## config.mk

```make
export PLATFORM = sky130hd
export DESIGN_NAME = pls_cnt_mod_flat
export DESIGN_NICKNAME = d
export VERILOG_FILES = /design/src/rtl/pls_cnt_mod_if.sv /design/src/rtl/pls_cnt_mod.sv /design/src/flat_wrapper.sv
export SDC_FILE = /design/constraint.sdc
export NUM_CORES = 1
export LEC_CHECK = 0
export BUFFER_PORTS_ARGS = -buffer_cell sky130_fd_sc_hd__buf_2
export CAP_MARGIN = 20
export CORE_MARGIN = 2
export CORE_UTILIZATION = 40
export DETAILED_ROUTE_END_ITERATION = 8
export PLACE_DENSITY = 0.75
export SLEW_MARGIN = 20
export SYNTH_ARGS = -nofsm -noshare
export SYNTH_HDL_FRONTEND = slang
export SYNTH_SLANG_ARGS = --single-unit
export TNS_END_PERCENT = 100
```

## constraint.sdc

```tcl
create_clock -name clk -period 1.56 [get_ports clk]
set_input_delay 0.234 -clock clk [delete_from_list [all_inputs] [get_ports clk]]
set_output_delay 0.234 -clock clk [all_outputs]
set_load 0.02 [all_outputs]
```

## src/rtl/pls_cnt_mod_if.sv

```systemverilog
// ---------------------------------------------------------------------------
// pls_cnt_mod_if
// Signal bundle for the pulse counter pls_cnt_mod.
//
// Members (direction seen from the counter, i.e. the slave modport):
//   clr    in   asynchronous clear request, acts on its rising edge
//   plsi   in   asynchronous count pulse
//   dn     in   asynchronous direction level, 0 = up, 1 = down
//   en     in   count enable, already in the clk domain
//   ld     in   asynchronous load request, acts on its rising edge
//   ld_val in   load value (W bits), held stable while ld is high
//   qout   out  registered count value (W bits)
//   plso   out  one-cycle carry pulse on up wrap
//   bro    out  one-cycle borrow pulse on down wrap
//   tc     out  terminal count level
// The master modport is the side that drives the requests (the host / bench).
// ---------------------------------------------------------------------------
interface pls_cnt_mod_if #(
    parameter int W = 6
) ();
    logic         clr;
    logic         plsi;
    logic         dn;
    logic         en;
    logic         ld;
    logic [W-1:0] ld_val;
    logic [W-1:0] qout;
    logic         plso;
    logic         bro;
    logic         tc;

    modport master (
        output clr, plsi, dn, en, ld, ld_val,
        input  qout, plso, bro, tc
    );

    modport slave (
        input  clr, plsi, dn, en, ld, ld_val,
        output qout, plso, bro, tc
    );
endinterface

```

## src/rtl/pls_cnt_mod.sv

```systemverilog
// ---------------------------------------------------------------------------
// pls_cnt_mod
// Modulo up/down counter clocked by an asynchronous pulse input.
// plsi, clr, ld and dn are brought into the clk domain with two-flop
// synchronizers; plsi, clr and ld get a third flop so their edges can be
// detected. A detected event changes qout on the third clk edge after the
// input change is first sampled.
//
// The count wraps within 0 .. modulus-1. The output width must hold the top
// value, and the edge-select parameter picks falling (0) or rising (1) plsi
// edges. All requests and results travel on the slave side of
// pls_cnt_mod_if; rst clears every flop asynchronously.
//
// Per-edge priority is clr > ld > count; a losing event is dropped.
// ---------------------------------------------------------------------------
module pls_cnt_mod #(
    parameter int MOD  = 10,
    parameter int W    = 6,
    parameter int EDGE = 0
) (
    input  logic          clk,
    input  logic          rst,
    pls_cnt_mod_if.slave  bus
);

    generate
        if (MOD < 2 || (64'd1 << W) < 64'(MOD) || EDGE < 0 || EDGE > 1) begin : g_param_err
            $error("pls_cnt_mod: need MOD >= 2, 2**W >= MOD and EDGE in {0,1}");
        end
    endgenerate

    localparam logic [W-1:0] MAXV = W'(MOD - 1);

    // Out-of-range load values saturate to the top of the count range.
    function automatic logic [W-1:0] clamp_ld(input logic [W-1:0] v);
        return ({1'b0, v} < (W+1)'(MOD)) ? v : MAXV;
    endfunction

    // Synchronizer / edge-detect chains: s1, s2 synchronize, s3 is the
    // previous synchronized level used for edge detection.
    logic         r_clr_s1, r_clr_s2, r_clr_s3;
    logic         r_ld_s1,  r_ld_s2,  r_ld_s3;
    logic         r_pls_s1, r_pls_s2, r_pls_s3;
    logic         r_dn_s1,  r_dn_s2;
    logic [W-1:0] r_q;
    logic         r_plso;
    logic         r_bro;

    logic w_clr_evt;
    logic w_ld_evt;
    logic w_pls_edge;
    logic w_cnt_evt;
    logic w_dn;

    assign w_clr_evt  = r_clr_s2 & ~r_clr_s3;
    assign w_ld_evt   = r_ld_s2  & ~r_ld_s3;
    assign w_pls_edge = (EDGE != 0) ? (r_pls_s2 & ~r_pls_s3) : (~r_pls_s2 & r_pls_s3);
    assign w_cnt_evt  = w_pls_edge & bus.en;
    assign w_dn       = r_dn_s2;

    always_ff @(posedge clk or posedge rst) begin
        if (rst) begin
            r_clr_s1 <= 1'b0;
            r_clr_s2 <= 1'b0;
            r_clr_s3 <= 1'b0;
            r_ld_s1  <= 1'b0;
            r_ld_s2  <= 1'b0;
            r_ld_s3  <= 1'b0;
            r_pls_s1 <= 1'b0;
            r_pls_s2 <= 1'b0;
            r_pls_s3 <= 1'b0;
            r_dn_s1  <= 1'b0;
            r_dn_s2  <= 1'b0;
            r_q      <= '0;
            r_plso   <= 1'b0;
            r_bro    <= 1'b0;
        end else begin
            // synchronizer stage
            r_clr_s1 <= bus.clr;
            r_clr_s2 <= r_clr_s1;
            r_clr_s3 <= r_clr_s2;
            r_ld_s1  <= bus.ld;
            r_ld_s2  <= r_ld_s1;
            r_ld_s3  <= r_ld_s2;
            r_pls_s1 <= bus.plsi;
            r_pls_s2 <= r_pls_s1;
            r_pls_s3 <= r_pls_s2;
            r_dn_s1  <= bus.dn;
            r_dn_s2  <= r_dn_s1;

            // counter update stage
            r_plso <= 1'b0;
            r_bro  <= 1'b0;
            if (w_clr_evt) begin
                r_q      <= '0;
                // Collapse the plsi chain onto the newest sample so an edge
                // already in flight is not counted after the clear.
                r_pls_s2 <= r_pls_s1;
                r_pls_s3 <= r_pls_s1;
            end else if (w_ld_evt) begin
                r_q <= clamp_ld(bus.ld_val);
            end else if (w_cnt_evt) begin
                if (!w_dn) begin
                    if (r_q == MAXV) begin
                        r_q    <= '0;
                        r_plso <= 1'b1;
                    end else begin
                        r_q <= r_q + W'(1);
                    end
                end else begin
                    if (r_q == '0) begin
                        r_q   <= MAXV;
                        r_bro <= 1'b1;
                    end else begin
                        r_q <= r_q - W'(1);
                    end
                end
            end
        end
    end

    assign bus.qout = r_q;
    assign bus.plso = r_plso;
    assign bus.bro  = r_bro;
    // Terminal count follows the synchronized direction, not the raw pin.
    assign bus.tc   = w_dn ? (r_q == '0) : (r_q == MAXV);

endmodule
```

## src/flat_wrapper.sv

```systemverilog
// flat-port wrapper written by rule: the top's interface ports become plain ports
module pls_cnt_mod_flat 
#(
    parameter int MOD  = 10,
    parameter int W    = 6,
    parameter int EDGE = 0
)
  (clk, rst, bus_clr, bus_plsi, bus_dn, bus_en, bus_ld, bus_ld_val, bus_qout, bus_plso, bus_bro, bus_tc);
  pls_cnt_mod_if #(.W(W)) bus_i ();
  input  logic clk;
  input  logic rst;
  input wire logic [$bits(bus_i.clr)-1:0] bus_clr;
  input wire logic [$bits(bus_i.plsi)-1:0] bus_plsi;
  input wire logic [$bits(bus_i.dn)-1:0] bus_dn;
  input wire logic [$bits(bus_i.en)-1:0] bus_en;
  input wire logic [$bits(bus_i.ld)-1:0] bus_ld;
  input wire logic [$bits(bus_i.ld_val)-1:0] bus_ld_val;
  output wire logic [$bits(bus_i.qout)-1:0] bus_qout;
  output wire logic [$bits(bus_i.plso)-1:0] bus_plso;
  output wire logic [$bits(bus_i.bro)-1:0] bus_bro;
  output wire logic [$bits(bus_i.tc)-1:0] bus_tc;
  assign bus_i.clr = bus_clr;
  assign bus_i.plsi = bus_plsi;
  assign bus_i.dn = bus_dn;
  assign bus_i.en = bus_en;
  assign bus_i.ld = bus_ld;
  assign bus_i.ld_val = bus_ld_val;
  assign bus_qout = bus_i.qout;
  assign bus_plso = bus_i.plso;
  assign bus_bro = bus_i.bro;
  assign bus_tc = bus_i.tc;
  pls_cnt_mod #(.MOD(MOD), .W(W), .EDGE(EDGE)) u_core (.clk(clk), .rst(rst), .bus(bus_i));
endmodule
```

Yosys cells after proc, flatten, opt, wreduce, memory -nomap -nowiden
Index checks and enable logic that the tools add are counted.
W data, S select, Z words.
- input bits: 13
- logic and storage cells: 46
- output and inout bits: 9
- bits in registers: 19
- equality and inequality tests: 1
- order comparisons: 1
- add/sub/neg operators: 2
- bitwise logic cells: 7
- multiplexer cells: 19
- reduce and logical (&&, ||, !) cells: 2
- operators by type and width (operator ; number):
    $mux W6 ; 7
    $mux W1 ; 12
    $add A6 B1 Y6 const B ; 1
    $eq A6 B4 Y1 const B ; 1
    $logic_not A6 Y1 ; 1
    $lt A6 B4 Y1 const B ; 1
    $sub A6 B1 Y6 const B ; 1
    $and A1 B1 Y1 ; 4
    $not A1 Y1 ; 3
    $reduce_bool A3 Y1 ; 1

Logic depth before layout (Yosys ltp)
Gate-level depths: netlist (run 1).
- depth after elaboration: 6
- gate-level depth with buffers: 6
- depth with buffers taken out: 6

Worst setup path after synthesis (run 1)
OpenSTA, ideal clock, no wires.
- path type: register -> register
- start point: register u_core.r_q[3] (netlist: u_core.bus.qout[3])
- end point: register u_core.r_q[2] (netlist: u_core.bus.qout[2])
- path buffers: 1
- path slack: -0.516 ns
- arrival: 1.921 ns
- period minus slack after synthesis: 2.076 ns
- stages on the path, launching flop included: 5
- required time: 1.406 ns
- setup time: 0.154 ns
- cell sequence: dfrtp_1 > buf_6 > or4_4 > o21ai_0 > o32ai_1
- cells in the longest elaborated chain, start to end: 6
- elaborated cells between the ends (all ways): 8
- those cells by class: 1 x eq/ne; 6 x mux; 1 x reduce/logical
- ends and longest elaborated chain (item ; line ; text):
    start: declaration ; pls_cnt_mod.sv:45 ; logic [W-1:0] r_q;
    start signal: assignment ; pls_cnt_mod.sv:101 ; r_q <= clamp_ld(bus.ld_val);
    start signal: assignment ; pls_cnt_mod.sv:108 ; r_q <= r_q + W'(1);
    start signal: assignment ; pls_cnt_mod.sv:115 ; r_q <= r_q - W'(1);
    $eq A6 B4 Y1 or $logic_not A6 Y1 (tied branches) ; pls_cnt_mod.sv:104, pls_cnt_mod.sv:111 ;
    $mux W6 (on tied branches) ; pls_cnt_mod.sv:104, pls_cnt_mod.sv:111 ;
    $mux W6 * ; pls_cnt_mod.sv:103 ; if (!w_dn) begin
    $mux W6 * ; pls_cnt_mod.sv:102 ; end else if (w_cnt_evt) begin
    $mux W6 * ; pls_cnt_mod.sv:100 ; end else if (w_ld_evt) begin
    $mux W6 * ; pls_cnt_mod.sv:94 ; if (w_clr_evt) begin
Every way passes the cells marked *; elsewhere a longest branch is shown, timed or not. The select of a mux whose other input is x is not followed.
A chain may end at the register's enable or synchronous reset.

Worst setup path in the final report (run 1)
- start point: register u_core.r_q[2] (netlist: u_core.bus.qout[2])
- end point: output bus_tc
- cells in the longest elaborated chain, start to end: 2
- elaborated cells between the ends (all ways): 3
- those cells by class: 1 x eq/ne; 1 x mux; 1 x reduce/logical
- ends and longest elaborated chain (item ; line ; text):
    $eq A6 B4 Y1 or $logic_not A6 Y1 (tied branches) ; pls_cnt_mod.sv:126 ; assign bus.tc = w_dn ? (r_q == '0) : (r_q == MAXV);
    $mux W1 * ; pls_cnt_mod.sv:126 ;
    end: declaration ; flat_wrapper.sv:21 ; output wire logic [$bits(bus_i.tc)-1:0] bus_tc;
Every way passes the cells marked *; elsewhere a longest branch is shown, timed or not.

==> results of run 1 <==
[registers in the layout, summed over array words and instances, names as in the netlist]
signal,cells
u_core.bus.qout,6
u_core.bus.bro,1
u_core.bus.plso,1
u_core.r_clr_s1,1
u_core.r_clr_s2,1
u_core.r_clr_s3,1
u_core.r_dn_s1,1
u_core.r_dn_s2,1
u_core.r_ld_s1,1
u_core.r_ld_s2,1
u_core.r_ld_s3,1
u_core.r_pls_s1,1
u_core.r_pls_s2,1
u_core.r_pls_s3,1
[worst max-delay path by stage]
stage / start / endpoint / cells past startpoint
after floorplan: u_core.bus.qout[3] / u_core.bus.qout[5] / 5
after global placement: u_core.bus.qout[3] / u_core.bus.qout[5] / 4
after detailed placement: u_core.bus.qout[3] / u_core.bus.qout[5] / 4
after CTS: u_core.bus.qout[2] / bus_tc / 3
after global routing: u_core.bus.qout[2] / bus_tc / 3
final: u_core.bus.qout[2] / bus_tc / 3
[metrics by stage]
stage	setup TNS, ps	std cells	power [mW]	setup slack [ps]	area (sq um)
after floorplan	-637	98	0.814	-209	1040
after global placement	-38.2	163	0.936	-38.2	1280
after detailed placement	-94.7	163	0.942	-61.8	1280
after CTS	-572	173	1.26	-269	1390
after global routing	-986	177	1.38	-322	1460
final	-695	177	1.30	-280	1460
[critical path, cell delays in order (launching register included)]
cell	delay, ps
dfrtp_2	440
or4_4	570
o21ai_4	160
buf_6	130
[power by group through the flow]
stage / logic (mW) / clock network (mW) / registers (mW)
floorplan: 0.224 / 0 / 0.590
global placement: 0.373 / 0 / 0.563
detailed placement: 0.378 / 0 / 0.564
CTS: 0.459 / 0.253 / 0.550
global route: 0.551 / 0.278 / 0.552
finish: 0.509 / 0.247 / 0.548
[layer usage]
layer | vias up | wire length, microns | track usage
met5 | - | 0 | 0
met4 | 0 | 61 | 0.0792
met3 | 7 | 154 | 0.0250
met2 | 44 | 1380 | 0.357
met1 | 487 | 1040 | 0.265
li1 | 463 | - | -
[synth_stat cells (2+ instances only)]
| master | instances | area, sq um |
|---|---|---|
| and3_1 | 2 | 12.5 |
| nor4_1 | 2 | 12.5 |
| a22oi_1 | 2 | 15.0 |
| ha_1 | 4 | 50.1 |
| clkbuf_1 | 2 | 7.51 |
| nor2_1 | 5 | 18.8 |
| o211ai_1 | 3 | 22.5 |
| a21oi_1 | 5 | 25.0 |
| dfrtp_1 | 19 | 475 |
| nor3_1 | 5 | 25.0 |
| nand2b_1 | 2 | 12.5 |
| inv_1 | 5 | 18.8 |
| nor2b_1 | 4 | 25.0 |
| nand3_1 | 3 | 15.0 |
| o21ai_0 | 5 | 25.0 |
| nand2_1 | 7 | 26.3 |
[cell type report]
class / instances / area [sq um] / share of cell area
flip-flops and latches: 19 / 480 / 0.330
inverters: 5 / 18.8 / 0.0129
clock buffers: 3 / 22.5 / 0.0155
repair buffers: 49 / 335 / 0.230
clock inverters: 1 / 5.00 / 0.00343
well taps: 30 / 37.5 / 0.0258
multi-input cells: 70 / 558 / 0.383
[kinds of logic (layout without fill, tap and decap cells)]
group	count (synthesis)	count (layout)
buf+inv	9	58
flops	19	19
xor+xnor	1	1
compound gates	27	27
fa+ha+maj	4	4
simple gates	37	37
mux	1	1
[repair_timing]
item                       in CTS  in global routing
setup buffers                   5                  5
pin swaps                       8                  6
hold endpoints to repair       19                  0
gates resized for setup        10                  9
hold buffers                    1                  0
setup endpoints to repair       3                  7
==> key figures, run 1 <==
Status
  • Outcome: complete, but fails checks
  • Failing checks: negative setup slack

Job
  • MaxCap Viol Count: 0

Worst setup path
  • FF-to-FF Start: u_core.bus.qout[2]
  • CP Launch Type: register
  • Worst Setup Path Type: reg2out
  • Reg2Reg Setup Slack: -270 ps
  • R2r endpoint: u_core.bus.qout[5]
  • CP endpoint kind: output pin
  • Worst path arrival time: 1610 ps
  • Data required, critical path: roughly 1300 ps
  • Reg2Reg Depth: 5
  • Worst Path Max Fanout: 4

Worst hold path
  • Min-Delay Endpoint: u_core.r_dn_s1
  • Hold Path Stages: 1
  • Hold Path Class: in2reg
  • Hold Startpoint: bus_dn

Clock network
  • CTS Buffer Depth: 2
  • # H-tree levels: 1
  • Clock root cell: clkbuf_4
  • Clock Latency Late Sink: 300 ps
  • CTS tree: yes
  • Clock tree sinks: 19
  • Number of buffers created by CTS: 3
  • Clock slew at reported path FFs: 110 ps

Synthesis
  • Mux share of post-synthesis cell area: 0.0112
  • Post-synthesis compound-gate area fraction: 0.214
  • EDFF count, synth: 0
  • Unique masters post-synth: 39
  • Synth Instances: 98
  • Synth Area in Simple Gates: 0.202
  • Syn nets: 115
  • Register bit count reported by yosys: 19
  • Post-synth ARST share: 1.00
  • Post-synthesis adder-cell area fraction: 0.0497
  • Syn Std Cell Area: 0.00101 sq mm
  • Synth warn: 0
  • Largest family of logic cells by synthesized area: compound AO/OA/AOI/OAI gates
  • Sequential share of the synthesized area: 0.472
  • Most used DFF post-synth: dfrtp_1
  • XOR/XNOR Fraction of Synth Area: 0.00870
  • Syn Area/Cell: 10.3 sq um

Timing
  • # setup viols final: 4
  • Worst Tran Pin Value: 400 ps
  • Slew margin rel.: 0.733
  • RSZ-0062 raised after global routing: yes
  • Hold WS: around 24 ps
  • Final Hold Viols: 0
  • Crit share post-route: 1.18
  • Slew Viols, Final: 0
  • Setup Skew: 13.6 ps
  • Fin worst setup slack: -280 ps
  • Max Clock Freq: 544 MHz
  • Min Tclk post-route: 1840 ps

Layout
  • Fillers: 216
  • Most frequent cells in the layout: buf_4, buf_2, dfrtp_1, nand2_1
  • Commonest non-fill, non-tap cell in the layout: buf_4
  • Final net count: about 170
  • Layout cell share with drive strength beyond 1: 0.476
  • Area Overhead vs Synth: 44.7%
  • ANT cells: 0
  • Utilization after layout: 0.599

Global routing
  • First-pass GRT wire length: 4290 microns
  • Pin count of the biggest net entering global routing: 20
  • Gr ovfl total: 0
  • GR Util All Layers: 0.208
  • Initial antenna violation count: 0
  • Vias in the first global route: ~940

Detailed routing
  • Remaining DRCs: 0
  • First-pass DRT Iterations: 4
  • Via density: between 5 and 6
  • Final antenna-violating net count: 0
  • Initial drt markers: 54
  • DR vias: about 1000
  • DRT Wirelength: between 2000 and 3000 microns
  • Drt wl/cell: 14.9 microns

Die
  • Die W: 54.2 microns
  • Die area: 0.00294 sq mm
  • Starting Density: 0.414
  • Die H: 54.2 microns
  • Cell Rows: 18
  • IO Pins: 22
  • Core region area: 0.00243 sq mm

Pwr
  • Int Power: 863 uW
  • P_leak: approximately 0.68 nW
  • Reg power frac: 0.420
  • Peak supply drop: 814 uV
  • PwrDens: 895 mW/mm^2
  • Combinational group share of total power: 0.391
  • Clock share of power: 0.189
  • P_sw: 442 uW
  • Net Sw Frac: 0.338

Placed design
  • Final Wtd Congestion: roughly 0.90
  • Post-detail-place hpwl: 1900 microns
  • Port bufs: 21
Note: power is estimated with default switching activity, not from simulation.
==> run 2, diff against run 1 <==
Settings changed: REMOVE_ABC_BUFFERS set to 1.
==> key figures, run 2 (synthesis gave the netlist of run 1 again) <==
Timing
  • Crit share post-route: 1.13
  • Slew Viols, Final: 0
  • Max Clock Freq: 569 MHz
  • Setup Skew: around 5.4 ps
  • # setup viols final: 6
  • RSZ-0062 raised after global routing: yes
  • Fin worst setup slack: -197 ps
  • Min Tclk post-route: 1760 ps
  • Final Hold Viols: 0
  • Setup TNS: -564 ps
  • Hold WS: 38.4 ps
  • Slew margin rel.: 0.771
  • Worst Tran Pin Value: 341 ps

Die
  • Starting Density: 0.414
  • Die H: 54.2 microns
  • IO Pins: 22
  • Die W: 54.2 microns
  • Core region area: between 0.002 and 0.0025 sq mm
  • Die area: 0.00294 sq mm
  • Cell Rows: 18

Worst setup path
  • Worst Setup Path Type: reg2out
  • FF-to-FF Start: u_core.bus.qout[3]
  • Reg2Reg Setup Slack: -180 ps
  • Worst path arrival time: roughly 1500 ps
  • Data required, critical path: 1330 ps
  • CP Launch Type: register
  • Reg2Reg Depth: 5
  • R2r endpoint: u_core.bus.qout[5]
  • Critical path capture point: bus_tc
  • Crit. Startpoint: u_core.bus.qout[3]
  • Worst Path Max Fanout: 2
  • CP endpoint kind: output pin

Layout
  • Commonest non-fill, non-tap cell in the layout: buf_4
  • Area Overhead vs Synth: 45.0%
  • Max reg flops: 6
  • ANT cells: 0
  • Final net count: 166
  • Layout cell share with drive strength beyond 1: 0.473
  • Most frequent cells in the layout: buf_4, buf_2, dfrtp_1, nand2_1, buf_6

Pwr
  • Peak supply drop: 792 uV
  • PwrDens: 912 mW/mm^2
  • P_leak: about 0.7 nW
  • Total power draw: 1.33 mW

Global routing
  • Vias in the first global route: ~950
  • Gr ovfl total: 0
  • GR Util All Layers: 0.219
  • Initial antenna violation count: 0
  • Pin count of the biggest net entering global routing: 20
  • First-pass GRT wire length: about 4500 microns

Placed design
  • Port bufs: 21
  • Post-detail-place hpwl: 1990 microns
  • Final Wtd Congestion: 0.906

Clock network
  • # H-tree levels: 1
  • Clock slew at reported path FFs: 100 ps
  • Clock Latency Late Sink: 290 ps
  • Number of buffers created by CTS: 3
  • Clock tree sinks: 19
  • Clock root cell: clkbuf_4
  • CTS tree: yes
  • CTS Buffer Depth: 2

Job
  • MaxCap Viol Count: 0

Detailed routing
  • Drt wl/cell: 16.1 microns
  • DRT Wirelength: ~2900 microns
  • Initial drt markers: 26
  • Remaining DRCs: 0
  • DR vias: 1001
  • Via density: 5.62
  • Final antenna-violating net count: 0
  • First-pass DRT Iterations: 6

Worst hold path
  • Hold Path Class: in2reg
  • Hold Path Stages: 1

Status
  • Failing checks: negative setup slack
  • Outcome: complete, but fails checks
run 2: final cells by class:
type                    instances  area (sq um)
clock buffers                   4          26.3
fillers                       197           972
inverters                       5          18.8
multi-input cells              70           551
flip-flops and latches         19           477
well taps                      30          37.5
repair buffers                 50           350
run 2: metrics by stage:
step	std cells	instance area, sq um	util	setup WS (ps)
after detailed placement	163	1260	0.519	-75.1
final	178	1460	0.600	-197
after global placement	163	1260	0.519	-35.4
after CTS	173	1390	0.570	-205
after global routing	178	1460	0.600	-259
after floorplan	94	983	-	-459
run 2: power breakdown:
part,switching (mW),internal [mW]
clock,0.143,0.0994
combinational,0.272,0.269
sequential,0.0239,0.525
run 2: repair_timing:
item | 4_1_cts | 5_1_grt
hold buffers | 1 | 0
setup buffers | 5 | 5
gates resized for setup | 13 | 14
pin swaps | 2 | 2
hold endpoints to repair | 19 | 0
setup endpoints to repair | 5 | 6
run 2: layer usage:
layer	up-vias	global-route usage	part of all wire
li1	465	-	-
met1	493	0.293	0.41
met2	37	0.339	0.51
met3	6	0.0389	0.061
met4	0	0.104	0.014
met5	-	0	0
run 2: worst min-delay path by stage:
stage,startpoint,to,slack (ps)
4_1_cts,bus_dn,u_core.r_dn_s1,30
3_5_place_dp,rst,u_core.r_clr_s1,270
3_3_place_gp,rst,u_core.r_clr_s2,260
6_report,bus_dn,u_core.r_dn_s1,40
2_1_floorplan,rst,u_core.bus.bro,190
5_1_grt,bus_clr,u_core.r_clr_s1,20
run 2: worst max-delay path, cell delays in order, from the launching register on:
cell and delay, ps:
dfrtp_1 410, or4_4 520, o21ai_2 160, buf_6 140
==> run 3, diff against run 2 <==
Settings changed: ABC_AREA set to 1.
==> key figures, run 3 <==
Status
  • Outcome: complete, but fails checks
  • Failing checks: negative setup slack

Synthesis
  • Synth top area share: 0.451
  • Mux share of post-synthesis cell area: 0
  • Post-synthesis adder-cell area fraction: 0.0475
  • Sequential share of the synthesized area: 0.451
  • Synth Instances: 133
  • Most frequent cell after synthesis: nand2_1
  • Synth Area in Simple Gates: 0.346
  • Post-synth top area cell: dfrtp_1
  • Synth warn: 0
  • Post-synthesis compound-gate area fraction: 0.0380
  • Largest family of logic cells by synthesized area: simple AND/OR/NAND/NOR gates
  • Most used DFF post-synth: dfrtp_1
  • Register bit count reported by yosys: 19
  • Top post-synthesis cells by area: dfrtp_1, nand2_1, inv_1, nand3_1, ha_1
  • Unique masters post-synth: 22
  • Post-synth ARST share: 1.00
  • EDFF count, synth: 0
  • XOR/XNOR Fraction of Synth Area: 0.0333
  • Post-synth top cells: nand2_1, dfrtp_1, inv_1
  • Syn Std Cell Area: between 0.001 and 0.0015 sq mm
  • Syn Area/Cell: slightly below 8 sq um

Global routing
  • GR Util All Layers: 0.164
  • Initial antenna violation count: 0
  • Vias in the first global route: around 960
  • First-pass GRT wire length: 4070 microns
  • Pin count of the biggest net entering global routing: 20
  • Gr ovfl total: 0

Timing
  • Max Clock Freq: around 610 MHz
  • Setup Skew: 2.17 ps
  • Min Tclk post-route: approximately 1700 ps
  • Crit share post-route: 1.06
  • Final Hold Viols: 0
  • Slew margin rel.: 0.734
  • Setup TNS: -92.0 ps
  • RSZ-0062 raised after global routing: yes
  • Slew Viols, Final: 0
  • Worst Tran Pin Value: 396 ps
  • # setup viols final: 1
  • Fin worst setup slack: -92.0 ps

Job
  • MaxCap Viol Count: 0

Die
  • Die area: 0.00306 sq mm
  • Die H: 55.3 microns
  • IO Pins: 22
  • Core region area: around 0.0025 sq mm
  • Cell Rows: 18
  • Starting Density: 0.425
  • Die W: 55.3 microns

Worst setup path
  • Buf/Inv on CP: 3
  • Data required, critical path: 1330 ps
  • CP top delay family: flip-flops
  • Worst Setup Path Type: reg2out
  • CP peak stage delay: 400 ps
  • Worst path arrival time: ~1400 ps
  • CP endpoint kind: output pin
  • Worst Path Max Fanout: 3
  • CP Launch Type: register
  • Critical Path, Cell by Cell: inv_2 -> ha_4 -> nand2_2 -> inv_2 -> nand4_4 -> nand2_2 -> buf_6
  • Critical Path Slowest Stage Cell: dfrtp_1

Pwr
  • Combinational group share of total power: 0.487
  • Reg power frac: 0.368
  • PwrDens: 1150 mW/mm^2
  • Int Power: 986 uW
  • Clock share of power: 0.145
  • Net Sw Frac: 0.388
  • P_leak: 0.744 nW
  • Total power draw: 1.61 mW
  • Peak supply drop: 791 uV
  • P_sw: 625 uW

Detailed routing
  • Final antenna-violating net count: 0
  • First-pass DRT Iterations: 4
  • DRT Wirelength: about 2500 microns
  • Remaining DRCs: 0
  • Drt wl/cell: 12.4 microns
  • DR vias: 1013
  • Initial drt markers: 25
  • Via density: ~5.0

Clock network
  • Clock tree sinks: 19
  • # H-tree levels: 1
  • Clock Latency Late Sink: 280 ps
  • CTS Buffer Depth: 2
  • Clock root cell: clkbuf_4
  • Clock slew at reported path FFs: 100 ps
  • CTS tree: yes
  • Number of buffers created by CTS: 3

Placed design
  • Post-detail-place hpwl: around 1600 microns
  • Final Wtd Congestion: 0.846
  • Port bufs: 21

Layout
  • Final net count: 191
  • Commonest non-fill, non-tap cell in the layout: nand2_1
  • Area of the multi-input gates: 541 sq um
  • Register Area: 480 sq um
  • Fillers: ~220
  • Area Overhead vs Synth: 32.9%
  • ANT cells: 0
  • Max reg flops: 6
  • Most frequent cells in the layout: nand2_1, buf_2, inv_1, dfrtp_1, buf_4
  • Utilization after layout: 0.565
  • Layout cell share with drive strength beyond 1: 0.358

Worst hold path
  • Hold Path Class: in2reg
==> run 3: cell types whose count changed in the layout (fill, tap and decap cells not counted), sizes merged, moves of 4 or more <==
cell   before  now
nand2       7   45
inv         5   20
buf        49   36
nand3       3   12
nor2        5   13
a21oi       5    1
nor2b       4    0
==> run 3: stage by stage <==
step           hold slack (ps)  cells  setup slack [ps]  cell area (sq um)
6_report                  49.0    203             -92.0               1400
3_5_place_dp               261    188               116               1220
5_1_grt                   24.8    203              -178               1400
4_1_cts                   39.0    202             -82.3               1360
2_1_floorplan              185    132              5.13               1040
3_3_place_gp               254    188               183               1220
==> run 3: per-layer routing <==
| layer | vias to the layer above | GRT usage | part of all wire |
|---|---|---|---|
| met3 | 6 | 0.0281 | 0.049 |
| met2 | 36 | 0.284 | 0.54 |
| met5 | - | 0 | 0 |
| met4 | 0 | 0.0801 | 0.016 |
| li1 | 494 | - | - |
| met1 | 477 | 0.195 | 0.39 |
==> run 3: path summary, 6_finish.rpt <==
| path | from | endpoint | slack [ps] | cells past startpoint |
|---|---|---|---|---|
| max | u_core.bus.qout[1] | bus_tc | -90 | 7 |
| min | bus_ld | u_core.r_ld_s1 | 50 | 1 |
| min reg2reg | u_core.r_clr_s1 | u_core.r_clr_s2 | 360 | 0 |
| max in group asynchronous | rst | u_core.bus.qout[5] | 850 | 4 |
| min in group asynchronous | rst | u_core.r_ld_s1 | 500 | 4 |
| max reg2reg | u_core.bus.qout[0] | u_core.bus.qout[4] | 130 | 8 |
==> run 3: logic make-up (layout without fill, tap and decap cells) <==
family                   Yosys count  in the layout
AND/OR/NAND/NOR                   77             77
buffers and inverters             21             61
flip-flops                        19             19
AO/OA/AOI/OAI                      8              8
adder cells (fa/ha/maj)            4              4
XOR/XNOR                           4              4
==> run 3: timing repair <==
action	CTS	global route
gates cloned	0	0
resized for setup	12	8
hold endpoints to repair	19	0
hold buffers	1	0
setup endpoints to repair	1	3
pin swaps	4	4
setup buffers	9	2
==> run 3: worst register-to-register path, cell delays in order (launching register included) <==
cell and delay [ps]:
dfrtp_2 430, buf_4 160, ha_1 230, nand3_1 120
xor2_1 150, nand2_1 60, o21ai_1 70, nand2_1 70
nand2_1 80
==> run 3: power groups by stage <==
stage / clock network, mW / registers [mW] / logic [mW]
global route: 0.264 / 0.599 / 0.850
detailed placement: 0 / 0.596 / 0.584
finish: 0.233 / 0.593 / 0.785
CTS: 0.244 / 0.591 / 0.688
floorplan: 0 / 0.655 / 0.344
global placement: 0 / 0.592 / 0.567
==> run 3: layout make-up <==
type,instances,area share
Timing Repair Buffer,37,0.170
Tap cell,30,0.0268
Multi-Input combinational cell,93,0.386
Inverter,20,0.0554
Clock buffer,4,0.0188
Sequential cell,19,0.343
